==> config.mk <==
export PLATFORM = sky130hd
export DESIGN_NAME = key_irq_ctrl
export DESIGN_NICKNAME = d
export VERILOG_FILES = /design/src/rtl/key_irq_pkg.sv /design/src/rtl/key_debounce.sv /design/src/rtl/key_irq_ctrl.sv
export SDC_FILE = /design/constraint.sdc
export NUM_CORES = 1
export LEC_CHECK = 0
export BUFFER_PORTS_ARGS = -buffer_cell sky130_fd_sc_hd__clkbuf_2
export CAP_MARGIN = 10
export CORE_MARGIN = 1.5
export CORE_UTILIZATION = 50
export DETAILED_ROUTE_END_ITERATION = 16
export GPL_TIMING_DRIVEN = 0
export PLACE_DENSITY = 0.79
export SYNTH_ARGS = -nofsm -noshare
export SYNTH_HDL_FRONTEND = slang
export SYNTH_SLANG_ARGS = --single-unit
==> constraint.sdc <==
create_clock -name sys_clk -period 2.1 [get_ports sys_clk]
set_clock_uncertainty 0.2 [all_clocks]
set_input_delay 0 -clock sys_clk [delete_from_list [all_inputs] [get_ports sys_clk]]
set_output_delay 0 -clock sys_clk [all_outputs]
set_load 0.02 [all_outputs]
==> src/rtl/key_irq_pkg.sv <==
`default_nettype none
// ---------------------------------------------------------------------------
// key_irq_pkg
//   Shared register offsets and edge-mode encodings for the push-button
//   interrupt controller.
//   Rev 1.0 - initial release
// ---------------------------------------------------------------------------
package key_irq_pkg;

  // Avalon word addresses of the register file
  localparam logic [1:0] ADDR_DATA = 2'd0;
  localparam logic [1:0] ADDR_MASK = 2'd1;
  localparam logic [1:0] ADDR_ECAP = 2'd2;
  localparam logic [1:0] ADDR_MODE = 2'd3;

  // Which debounced edges are latched into EDGE_CAP
  typedef enum logic [1:0] {
    MODE_PRESS   = 2'b00,
    MODE_RELEASE = 2'b01,
    MODE_BOTH    = 2'b10,
    MODE_NONE    = 2'b11
  } edge_mode_e;

endpackage
`default_nettype wire

==> src/rtl/key_debounce.sv <==
`default_nettype none
// ---------------------------------------------------------------------------
// key_debounce
//   One key: two-flop synchroniser, inversion to pressed-high, and a
//   stability counter that accepts a new level after DEBOUNCE_CYC cycles.
//   Rev 1.0 - initial release
// ---------------------------------------------------------------------------
module key_debounce #(
  parameter int DEBOUNCE_CYC = 2000000
) (
  input  logic clk,
  input  logic rst_n,
  input  logic key_n,
  output logic db
);

  localparam int CNT_W = $clog2(DEBOUNCE_CYC);

  logic             sync1;
  logic             sync2;
  logic             synced;
  logic [CNT_W-1:0] cnt;

  // Two-flop synchroniser; resets to the released (high) pin level
  always_ff @(posedge clk or negedge rst_n) begin
    if (!rst_n) begin
      sync1 <= 1'b1;
      sync2 <= 1'b1;
    end else begin
      sync1 <= key_n;
      sync2 <= sync1;
    end
  end

  assign synced = ~sync2;

  // Accept the synced level only after it has differed from db long enough
  always_ff @(posedge clk or negedge rst_n) begin
    if (!rst_n) begin
      cnt <= '0;
      db  <= 1'b0;
    end else if (synced == db) begin
      cnt <= '0;
    end else if (cnt == CNT_W'(DEBOUNCE_CYC - 1)) begin
      db  <= synced;
      cnt <= '0;
    end else begin
      cnt <= cnt + CNT_W'(1);
    end
  end

endmodule
`default_nettype wire

==> src/rtl/key_irq_ctrl.sv <==
`default_nettype none
// ---------------------------------------------------------------------------
// key_irq_ctrl
//   Avalon-MM push-button interrupt controller: per-key debounce, edge
//   detection by programmable mode, W1C capture register, masked level irq.
//   Rev 1.0 - initial release
// ---------------------------------------------------------------------------
module key_irq_ctrl
  import key_irq_pkg::*;
#(
  parameter int KEY_W        = 4,
  parameter int DEBOUNCE_CYC = 2000000
) (
  input  logic              sys_clk,
  input  logic              sys_rst_n,
  input  logic [KEY_W-1:0]  key,
  input  logic [1:0]        avs_address,
  input  logic              avs_read,
  input  logic              avs_write,
  input  logic [31:0]       avs_writedata,
  output logic [31:0]       avs_readdata,
  output logic              irq
);

  logic [KEY_W-1:0] db;
  logic [KEY_W-1:0] db_q;
  logic [KEY_W-1:0] rise;
  logic [KEY_W-1:0] fall;
  logic [KEY_W-1:0] qual;
  logic [KEY_W-1:0] irq_mask;
  logic [KEY_W-1:0] edge_cap;
  logic [KEY_W-1:0] w1c;
  edge_mode_e       edge_mode;
  logic [31:0]      rd_mux;
  logic             unused_wdata;

  // Only the low KEY_W (or 2) write bits are meaningful
  assign unused_wdata = ^avs_writedata;

  generate
    for (genvar i = 0; i < KEY_W; i++) begin : g_key
      key_debounce #(
        .DEBOUNCE_CYC (DEBOUNCE_CYC)
      ) u_debounce (
        .clk   (sys_clk),
        .rst_n (sys_rst_n),
        .key_n (key[i]),
        .db    (db[i])
      );
    end
  endgenerate

  // Previous debounced level for edge detection
  always_ff @(posedge sys_clk or negedge sys_rst_n) begin
    if (!sys_rst_n) db_q <= '0;
    else            db_q <= db;
  end

  assign rise = db & ~db_q;
  assign fall = ~db & db_q;

  // Select which edges are captured
  always_comb begin
    qual = '0;
    case (edge_mode)
      MODE_PRESS:   qual = rise;
      MODE_RELEASE: qual = fall;
      MODE_BOTH:    qual = rise | fall;
      default:      qual = '0;
    endcase
  end

  assign w1c = (avs_write && avs_address == ADDR_ECAP) ? avs_writedata[KEY_W-1:0] : '0;

  // Register file; a new edge beats a simultaneous W1C on the same bit
  always_ff @(posedge sys_clk or negedge sys_rst_n) begin
    if (!sys_rst_n) begin
      irq_mask  <= '0;
      edge_cap  <= '0;
      edge_mode <= MODE_PRESS;
    end else begin
      edge_cap <= (edge_cap & ~w1c) | qual;
      if (avs_write && avs_address == ADDR_MASK) irq_mask  <= avs_writedata[KEY_W-1:0];
      if (avs_write && avs_address == ADDR_MODE) edge_mode <= edge_mode_e'(avs_writedata[1:0]);
    end
  end

  // Read mux, zero-extending narrow registers
  always_comb begin
    rd_mux = '0;
    case (avs_address)
      ADDR_DATA: rd_mux[KEY_W-1:0] = db;
      ADDR_MASK: rd_mux[KEY_W-1:0] = irq_mask;
      ADDR_ECAP: rd_mux[KEY_W-1:0] = edge_cap;
      default:   rd_mux[1:0]       = edge_mode;
    endcase
  end

  // Registered read data held until the next read; registered irq
  always_ff @(posedge sys_clk or negedge sys_rst_n) begin
    if (!sys_rst_n) begin
      avs_readdata <= '0;
      irq          <= 1'b0;
    end else begin
      if (avs_read) avs_readdata <= rd_mux;
      irq <= |(edge_cap & irq_mask);
    end
  end

endmodule
`default_nettype wire

# After elaboration in Yosys (flattened, before gate mapping)
# Cells that the tools add are included.
# classes
add_sub_neg	4
eq_ne	13
mux	12
n_bitwise	17
n_reduce_logical	10
# op_table
operator	count
two-way mux 21 bit	8
adder 21 x 1 -> 21 bit, second input constant	4
== test 21 bit, second input constant	4
bitwise AND 4 bit	4
inverter 4 bit	3
one-hot mux 2 bit (3 select lines)	2
one-hot mux 4 bit (3 select lines)	1
inverter 1 bit	8
bitwise OR 4 bit	2
AND reduction 2 bit	4
== test 2 bit, second input constant	3
== test 1 bit	4
== test 2 x 1 -> 1 bit, second input constant	2
zero test 2 bit	2
two-way mux 4 bit	1
OR reduction 4 bit	1
logical AND 1 bit	3
# word_totals
ff_bits	115
out_inout_bits	33
elab_cells	78

# Logic depth before layout (Yosys ltp)
# depth
word_depth	6
depth_mapped	6

# Cells and area by module
# A second synthesis with hierarchy kept.
# hier_totals
cells_unflattened	597
hier_area_um2	5960.7
# by_module_without_submodules
mod	n_inst	cells_each	area_each_um2
key_debounce (g_key[0].u_debounce ...)	3	121	1193.6
key_irq_ctrl	1	120	1199.9
key_debounce (g_key[1].u_debounce)	1	114	1179.9

# Least setup slack after synthesis
# No wires, ideal clock.
# synth_path
kind	register to register
from	reg g_key[1].u_debounce.cnt[0]
to	reg g_key[1].u_debounce.cnt[16]
setup_time_ns	0.078
arrival_time_ns	1.836
setup_slack_ns	-0.014
stages_incl_launch_ff	7
path_buffers	1
period_less_slack_ns	2.114
cell_sequence	dfrtp_1 > ha_1 > nand2_1 > or4_1 > clkbuf_1 > or3_1 > a21oi_1
# synth_via
elab_chain_cells	3
# synth_lines
item	line	source
start, declared	key_debounce.sv:22	logic [CNT_W-1:0] cnt;
start signal, assigned	key_debounce.sv:48	cnt <= cnt + CNT_W'(1);
adder 21 x 1 -> 21 bit / == test 21 bit (equally long branches)	key_debounce.sv:48, key_debounce.sv:44	
two-way mux 21 bit (*)	key_debounce.sv:44	end else if (cnt == CNT_W'(DEBOUNCE_CYC - 1)) begin
two-way mux 21 bit (*)	key_debounce.sv:42	end else if (synced == db) begin
# Every way passes the cells marked *; elsewhere a longest branch is shown, timed or not.
# A chain may end at the register's enable or synchronous reset.

# Final worst setup path
# layout_path
from	reg g_key[3].u_debounce.cnt[5]
to	reg g_key[3].u_debounce.cnt[19]
# layout_via
elab_chain_cells	3
# layout_lines
item	line
start, declared	key_debounce.sv:22
start signal, assigned	key_debounce.sv:48
adder 21 x 1 -> 21 bit / == test 21 bit (equally long branches)	key_debounce.sv:48, key_debounce.sv:44
two-way mux 21 bit (*)	key_debounce.sv:44
two-way mux 21 bit (*)	key_debounce.sv:42
# Marks and branches as above.

==> results.md <==
* CTS tree: built
* Slew Viols, Final at 0
* Syn avg cell area at between 10 and 15 sq um
* YS warnings at 0
* Initial antenna violation count at 0
* Most frequent cells in the layout: dfrtp_1, nor2_1, buf_4
* Nets at 748
* Status: complete, no violations
* Post-synthesis instance area at 0.00580 sq mm
* Adder-Cell Fraction of Synth Area at 0.0259
* Max-Cap Viols at 0
* Worst Tran Pin Value at 0.892 ns
* Critical Path Sink Type: flop
* Worst-path clk slew at 0.06 ns
* Critical path class: flop to flop
* Ys flop type: dfrtp_1
* Via count at 4760
* Rows at 39
* Worst setup SP type: flop
* Bufs and invs on worst path at 1
* Largest family of logic cells by synthesized area: simple AND/OR/NAND/NOR gates
* Fraction of layout cells with a size suffix above 1 at 0.266
* Maximum clock frequency at 481 MHz
* Top post-synthesis cells by area: dfrtp_1, xnor2_1, nor2_1
* Post-place setup slack at -0.240 ns
* Top Family by Delay on Critical Path: simple AND/OR/NAND/NOR gates
* Mapped Cells at 578
* Hold endpoint: g_key[2].u_debounce.sync1$_DFF_PN1_
* Net Sw Frac at 0.226
* Worst Path Arrival at around 2.2 ns
* HP Class: input port to flop
* Mux cell area share after synthesis at 0.0337
* CTS root buffer: clkbuf_16
* Sink Count at about 120
* Largest net degree at the start of global routing at 116
* Count of state elements after synthesis at roughly 120
* Final worst-path setup slack at 0.0215 ns
* Core area at 0.0114 sq mm
* DRC at 0
* Reg2reg end: g_key[3].u_debounce.cnt[19]$_DFF_PN0_
* H-tree levels at 4
* Antenna cells at 0
* Setup violators final at 0
* Synth Area in XOR/XNOR at 0.0846
* Detailed-router iteration count before antenna repair at 5
* Crit-path slowest cell: or4_4
* Area of placed instances at just over 0.006 sq mm
* Final Instance Area at 0.00750 sq mm
* DIE AREA at 0.0122 sq mm
* Critical Path Max Stage Delay at 0.50 ns
* Die Y-Extent at 111 microns
* Period utilisation layout at 0.990
* Leak at 3.19 nW
* Area grow syn2layout at 29.3%
* Yosys top cell by area: dfrtp_1
* Cell depth of the worst flop-to-flop path at 5
* First-pass GRT wire length at 21300 microns
* PwrDens at 806 mW/mm^2
* Logic pwr share at 0.083
* Fraction of registers with async set/reset at 1.00
* Initial Util at 0.510
* IO buf count at 16
* Slew margin rel. at 0.405
* Maximum root-to-sink buffer count at 2
* Final GP Congestion at between 0.8 and 0.9
* Wire per inst at 15.9 microns
* Max FO, Critical Path at 8
* Vias per std cell at between 5 and 6
* Vias in the first global route at 4605
* Post-DP HPWL at 7440 microns
* WL final at 13500 microns
* Starting DRT DRC Count at 229
* Worst hold stages at 2
* All-Layer GR Usage at 0.214
* Final ANT Viol Nets at 0
* Int Power at roughly 4.7 mW
* Min-delay src: key[2]
* Post-synthesis sequential area ratio at 0.498
* FF-to-FF Start: g_key[3].u_debounce.cnt[5]$_DFF_PN0_
* Compound-gate portion of the synthesized area at 0.0693
* Share of the synthesized area in the top cell type at 0.462
* CP Cell Sequence: nand4_4, or4_4, buf_6, or4_1, a21oi_1
* Sequential power share at 0.397
* Final hold viol count at 0
* Clk Latency, worst-skew pair at 0.41 ns
* Die X at approximately 110 microns
* Clock share of power at 0.521
* Worst Path Required at roughly 2.2 ns
* Top Ports at 75
* Post-synth cell types at 42
* Leading cell type in the layout, fill and taps excluded: dfrtp_1
* Final worst path period need at 2.08 ns
* Post-synth EDFFs at 0
* R2R setup slack at 0.02 ns
* Post-synthesis simple-gate area fraction at 0.228
* Total CTS buffers at 17
* Switch Pwr at 1.37 mW
* GRT overflow at 0
* VDD IR max at 0.000505 V
==> metal layers <==
metal  up-vias  global-route usage  share of wire
li1       2220                   -              -
met1      2325               0.268           0.41
met2       183               0.351           0.51
met3        32              0.0541          0.055
met4         0              0.0940          0.023
met5         -                   0              0
==> worst max-delay path by stage <==
| stage | end | cells after the start | slack [ns] | startpoint |
|---|---|---|---|---|
| 6_report | g_key[3].u_debounce.cnt[19]$_DFF_PN0_ | 5 | 0.02 | g_key[3].u_debounce.cnt[5]$_DFF_PN0_ |
| 4_1_cts | g_key[3].u_debounce.cnt[5]$_DFF_PN0_ | 5 | -0.07 | g_key[3].u_debounce.cnt[13]$_DFF_PN0_ |
| 3_3_place_gp | g_key[0].u_debounce.cnt[0]$_DFF_PN0_ | 1 | -0.74 | sys_rst_n |
| 5_1_grt | g_key[3].u_debounce.cnt[20]$_DFF_PN0_ | 5 | -0.12 | g_key[3].u_debounce.cnt[0]$_DFF_PN0_ |
| 2_1_floorplan | g_key[1].u_debounce.cnt[16]$_DFF_PN0_ | 6 | 0.02 | g_key[1].u_debounce.cnt[0]$_DFF_PN0_ |
| 3_5_place_dp | g_key[2].u_debounce.cnt[15]$_DFF_PN0_ | 6 | -0.24 | g_key[2].u_debounce.cnt[2]$_DFF_PN0_ |
==> layout make-up <==
class / count / area (sq um)
Buffer: 39 / 297
Clock buffer: 23 / 498
Clock inverter: 8 / 148
Fill cell: 828 / 3870
Inverter: 21 / 78.8
Multi-Input combinational cell: 427 / 2820
Sequential cell: 115 / 2910
Tap cell: 143 / 179
Timing Repair Buffer: 73 / 566
==> sequential cells by signal, indices dropped and copies added (netlist names) <==
register / cells
edge_mode: 2
g_key.u_debounce.cnt: 84
g_key.u_debounce.sync1: 4
irq: 1
irq_mask: 4
g_key.u_debounce.db: 4
avs_readdata: 4
g_key.u_debounce.sync2: 4
db_q: 4
edge_cap: 4
==> power by group through the flow <==
stage               Clock [mW]  Combinational [mW]  Sequential, mW
finish                    3.15               0.501            2.40
global route              3.29               0.548            2.41
CTS                       3.16               0.471            2.39
detailed placement           0               0.401            2.43
global placement             0               0.390            2.42
floorplan                    0               0.253            2.43
==> synth_stat cells, types with 3 or more instances <==
cell / instances
a21oi_1: 28
a221o_1: 3
and2_1: 5
and3_1: 6
and4_1: 9
buf_2: 3
buf_4: 28
clkbuf_1: 11
dfrtp_1: 107
dfstp_2: 8
ha_1: 12
inv_1: 21
mux2_2: 8
mux2i_1: 6
nand2_1: 34
nand3_1: 37
nand4_1: 12
nand4_2: 3
nand4b_1: 4
nor2_1: 68
nor2b_1: 3
nor3_1: 14
nor4_1: 11
nor4b_1: 6
o21ai_0: 22
o31ai_1: 7
or2_2: 3
or3_1: 19
or4_1: 9
xnor2_1: 37
xor2_1: 19
==> worst register-to-register path, delay by kind of cell, from the launching register on <==
family / cells / cell delay (ns)
buffers and inverters: 1 / 0.15
and+or+nand+nor: 3 / 1.11
DFF: 1 / 0.43
AOI/OAI and AO/OA: 1 / 0.13
==> timing repair <==
| action | 4_1_cts | 5_1_grt |
|---|---|---|
| gates cloned | 0 | 0 |
| setup buffers | 15 | 24 |
| endpoints found under the setup margin | 64 | 78 |
| pin swaps | 4 | 16 |
| hold buffers | 18 | 0 |
| resized for setup | 27 | 50 |
| hold endpoints to repair | 125 | 0 |
==> metrics by stage <==
stage	setup TNS [ns]	instances	power (mW)	hold slack (ns)	util
finish	0	849	6.04	0.0229	0.659
global placement	-81.08	764	2.81	-0.111	0.542
floorplan	0	605	2.69	-0.496	-
global route	-1.18	849	6.24	0.0252	0.659
CTS	-0.959	827	6.02	0.0168	0.633
detailed placement	-5.62	764	2.83	-0.110	0.543
==> logic make-up (layout without fill, tap and decap cells) <==
group	count (synthesis)	after routing
adder cells (fa/ha/maj)	12	12
flip-flops	115	115
buffers and inverters	63	164
XOR/XNOR	56	56
AO/OA/AOI/OAI	67	67
multiplexers	16	16
other	1	28
AND/OR/NAND/NOR	248	248
No activity file was read; power rests on OpenSTA's default activity.
